<file path="src/rtl/rot_unit_arb.sv">
// Two-requester round-robin front end for the shared 16-bit rotate-right network.
// It derives ROR/SLL/SRL/SRA with thermometer fill masks and holds each result under valid/ready.
module rot_unit_arb (
  input  logic        clk,
  input  logic        rst_n,
  input  logic [1:0]  req_valid,
  input  logic [15:0] req_data0,
  input  logic [15:0] req_data1,
  input  logic [3:0]  req_amt0,
  input  logic [3:0]  req_amt1,
  input  logic [1:0]  req_op0,
  input  logic [1:0]  req_op1,
  output logic [1:0]  req_ready,
  output logic        rsp_valid,
  output logic        rsp_id,
  output logic [15:0] rsp_data,
  input  logic        rsp_ready
);

  localparam int unsigned DW = 16;
  localparam int unsigned AW = 4;

  localparam logic [1:0] OP_ROR = 2'b00;
  localparam logic [1:0] OP_SLL = 2'b01;
  localparam logic [1:0] OP_SRL = 2'b10;
  localparam logic [1:0] OP_SRA = 2'b11;

  typedef enum logic [1:0] {IDLE, EXEC, DONE} state_t;

  state_t          state, state_nxt;
  logic            last_grant;
  logic            accept;
  logic            grant_id;
  logic [DW-1:0]   op_data;
  logic [AW-1:0]   op_amt;
  logic [1:0]      op_op;
  logic            op_id;

  logic [AW-1:0]   rot_amt;
  logic [DW-1:0]   s1, s2, s3, rot;
  logic [DW-1:0]   lo_mask, hi_mask;
  logic [DW-1:0]   result;

  // State register
  always_ff @(posedge clk or negedge rst_n) begin
    if (!rst_n) state <= IDLE;
    else        state <= state_nxt;
  end

  // Next state, arbitration and combinational grant
  always_comb begin
    state_nxt = state;
    accept    = 1'b0;
    grant_id  = 1'b0;
    req_ready = 2'b00;
    case (state)
      IDLE: begin
        if (|req_valid) begin
          accept    = 1'b1;
          grant_id  = (req_valid == 2'b11) ? ~last_grant : req_valid[1];
          req_ready = grant_id ? 2'b10 : 2'b01;
          state_nxt = EXEC;
        end
      end
      EXEC:    state_nxt = DONE;
      DONE:    if (rsp_ready) state_nxt = IDLE;
      default: state_nxt = IDLE;
    endcase
    // Grant must not leak out while the block is held in reset.
    if (!rst_n) req_ready = 2'b00;
  end

  // Operand capture, round-robin history and response registers
  always_ff @(posedge clk or negedge rst_n) begin
    if (!rst_n) begin
      last_grant <= 1'b1;
      op_data    <= '0;
      op_amt     <= '0;
      op_op      <= OP_ROR;
      op_id      <= 1'b0;
      rsp_valid  <= 1'b0;
      rsp_id     <= 1'b0;
      rsp_data   <= '0;
    end else begin
      if (accept) begin
        last_grant <= grant_id;
        op_id      <= grant_id;
        op_data    <= grant_id ? req_data1 : req_data0;
        op_amt     <= grant_id ? req_amt1  : req_amt0;
        op_op      <= grant_id ? req_op1   : req_op0;
      end
      if (state == EXEC) begin
        rsp_data  <= result;
        rsp_id    <= op_id;
        rsp_valid <= 1'b1;
      end else if (state == DONE && rsp_ready) begin
        rsp_valid <= 1'b0;
      end
    end
  end

  // Left shifts reuse the rotate-right network with amount (16 - a) mod 16.
  always_comb begin
    rot_amt = (op_op == OP_SLL) ? AW'(4'd0 - op_amt) : op_amt;
    s1  = rot_amt[0] ? {op_data[0],   op_data[DW-1:1]} : op_data;
    s2  = rot_amt[1] ? {s1[1:0],      s1[DW-1:2]}      : s1;
    s3  = rot_amt[2] ? {s2[3:0],      s2[DW-1:4]}      : s2;
    rot = rot_amt[3] ? {s3[7:0],      s3[DW-1:8]}      : s3;
  end

  // Thermometer masks: lo_mask covers bits [a-1:0], hi_mask covers [15:16-a].
  always_comb begin
    lo_mask = '0;
    hi_mask = '0;
    for (int i = 0; i < DW; i++) begin
      lo_mask[i] = (AW'(i) < op_amt);
    end
    for (int i = 0; i < DW; i++) begin
      hi_mask[i] = lo_mask[DW-1-i];
    end
  end

  // Fill selection per op
  always_comb begin
    result = rot;
    case (op_op)
      OP_ROR:  result = rot;
      OP_SLL:  result = rot & ~lo_mask;
      OP_SRL:  result = rot & ~hi_mask;
      OP_SRA:  result = (rot & ~hi_mask) | (hi_mask & {DW{op_data[DW-1]}});
      default: result = rot;
    endcase
  end

endmodule

</file>
<file path="config.mk">
export PLATFORM = sky130hd
export DESIGN_NAME = rot_unit_arb
export DESIGN_NICKNAME = d
export VERILOG_FILES = /design/src/rtl/rot_unit_arb.sv
export SDC_FILE = /design/constraint.sdc
export NUM_CORES = 1
export LEC_CHECK = 0
export ABC_AREA = 1
export BUFFER_PORTS_ARGS = -buffer_cell sky130_fd_sc_hd__buf_2
export CAP_MARGIN = 30
export CORE_MARGIN = 2
export CORE_UTILIZATION = 59
export DETAILED_ROUTE_END_ITERATION = 10
export GPL_TIMING_DRIVEN = 0
export HOLD_SLACK_MARGIN = 0.08
export PLACE_DENSITY = 0.9
export SKIP_CTS_REPAIR_TIMING = 1
export SLEW_MARGIN = 20
export SYNTH_ARGS = -nofsm -noshare
export SYNTH_HDL_FRONTEND = slang
export SYNTH_SLANG_ARGS = --single-unit
</file>
<file path="constraint.sdc">
create_clock -name clk -period 5.6 [get_ports clk]
set_input_delay 1.68 -clock clk [delete_from_list [all_inputs] [get_ports clk]]
set_output_delay 1.68 -clock clk [all_outputs]
set_load 0.02 [all_outputs]
</file>
==> reports/metrics.yaml <==
synth_seq_area_share_pct: 35.37
insertion_delay_ps: 300
grt_max_degree: 46
syn_to_final_growth_pct: 16.54
fin_crit_ps: 4357
yosys.area_share.simple_pct: 36.53
synth_top_cell_area_share_pct: 34.52
arrival_ps: 2680
dieWidth_um: 76.68
crit_fanout: 45
cp_slowest_stage_delay_ps: 440
fmax_mhz: 229.5
cts_buffers: 5
die_area_um2: 5880
whs_ps: 477.1
vias: 3717
finalSetupViolCount: 0
drv_slew: 0
drc: 0
crit_path_top_delay_cell: "buf_4"
crit_chain: "buf_4, inv_1, nor3_1, buf_2"
io_buffers: 68
rsz0062_at_grt: "no"
fin_ws_ps: 1243
syn_area_um2: 3117
synth_compound_area_share_pct: 17.34
antenna_found_initial: 0
synth_edf_count: 0
synthAdderAreaFrac_pct: 0.8029
synth_area_per_cell_um2: 6.674
hp-class: "flip-flop to flip-flop"
maxCapViolCount: 0
yosysUniqueCellTypes: 26
yosysTopAreaCell: "dfrtp_1"
core_um2: 5107
fin_nets: 593
end_kind: "output pin"
period_share_pct: 77.80
startpoint: "rst_n"
cp-endpoint: "req_ready[0]"
place.gp.congestion: 1.028
initialDrtViolationCount: 474
wl_per_cell_um: 15.95
dp_slack_ps: 838.0
r2r-start: "op_amt[0]"
synthXorXnorAreaFrac_pct: 0
clock_skew_ps: 7.617
cts_tree: "done"
yosysMostFrequentCell: "nand3_1"
r2r_slack_ps: 3080
start_util_pct: 61.02
clkSinkCount: 44
synth.area.top_cells: "dfrtp_1, nand3_1, nand2_1, o21ai_0, nor2_1"
grt_usage_pct: 33.59
outcome: "completed"
yosysWarnings: 0
die_h_um: 76.68
grt_pass1_wl_mm: 15.95
drtAntennaViolNets: 0
rows: 26
grt_pass1_vias: 3412
antenna_cells: 0
r2r_end: "rsp_data[10]"
clk_path_buf_depth: 2
drt_pass1_iterations: 6
synth_cells: 467
synth_top_family_by_area: "simple AND/OR/NAND/NOR gates"
via_per_inst: 6.064
drive_gt1_share_pct: 18.78
ys_seq_elements: 44
critPathLaunchType: "input port"
clkTransAtPathRegs_ps: 90
dp_hpwl_mm: 7.479
rr_worst_depth: 13
fin_tns_setup_ps: 0
syn_nets: 518
ios: 69
slew_headroom_pct: 53.04
cts_root_buf: "clkbuf_8"
synthArstFlopShare_pct: 100.0
synth_common_cells: "nand3_1, nand2_1, nor2_1"
overflow: 0
worst_pin_slew_ps: 701.8
hold_viol: 0
critical_path_required_ps: 3920
wl_mm: 9.780
synth.area.mux_share_pct: 0
setup.worst_path.class: "input port to output pin"
h-tree-depth: 2
ys.flop_type: "dfrtp_1"
-- stage by stage --
step                      instances  utilization [%]  area [um2]
after floorplan                 467                -        3117
after global placement          605            69.40        3545
after detailed placement        605            69.40        3545
after CTS                       613            71.07        3630
after global routing            613            71.12        3632
final                           613            71.12        3632
-- worst min-delay path by stage --
| stage | start | to | slack, ps | cells after the start |
|---|---|---|---|---|
| after global routing | last_grant | last_grant | 490 | 2 |
| after detailed placement | last_grant | last_grant | 460 | 2 |
| after floorplan | last_grant | last_grant | 440 | 2 |
| after global placement | last_grant | last_grant | 450 | 2 |
| final | last_grant | last_grant | 480 | 2 |
| after CTS | last_grant | last_grant | 480 | 2 |
-- layout by cell type (no fill, tap or decap), drive strengths merged --
master,instances
o211ai,2
clkinv,3
ha,2
nor2,48
dfrtp,43
nand2,94
a31oi,1
o22ai,24
dfstp,1
o221ai,1
nor3,2
buf,82
clkbuf,18
nand3,109
o21ai,38
inv,43
a22oi,4
a21oi,28
-- metal layers --
| metal | global-route usage (%) | wire length (um) | part of all wire, % |
|---|---|---|---|
| met5 | 0 | 0 | 0 |
| met3 | 5.882 | 865 | 8.8 |
| met2 | 54.82 | 4494 | 46 |
| met4 | 13.64 | 316 | 3.2 |
| met1 | 44.36 | 4103 | 42 |
-- critical path: cells and delay by family --
family | cells | cell delay (ps)
and+or+nand+nor | 1 | 210
buffers and inverters | 3 | 760
-- final cells by class --
type                       instances  area, um2
timing repair buffer              68      342.8
buffer                            25      141.4
clock buffer                       7      76.32
tap                               70      87.58
clock inverter                     1      8.758
fill                             443       1475
sequential                        44       1102
inverter                          45      168.9
multi-input combinational        353       1704
-- state kept, by name, indices dropped and copies added (netlist names) --
name	cells
op_amt	4
rsp_data	16
op_op	2
last_grant	1
rsp_valid	1
op_id	1
rsp_id	1
op_data	16
state	2
-- kinds of logic (layout without fill, tap and decap cells) --
logic type / after synthesis / count (layout)
simple gates: 253 / 253
fa+ha+maj: 2 / 2
compound gates: 98 / 98
buf+inv: 70 / 146
flops: 44 / 44
Power is left out: the tool's default activity adds up to more than one toggle a clock period on the data nets, which glitch-free logic cannot reach.
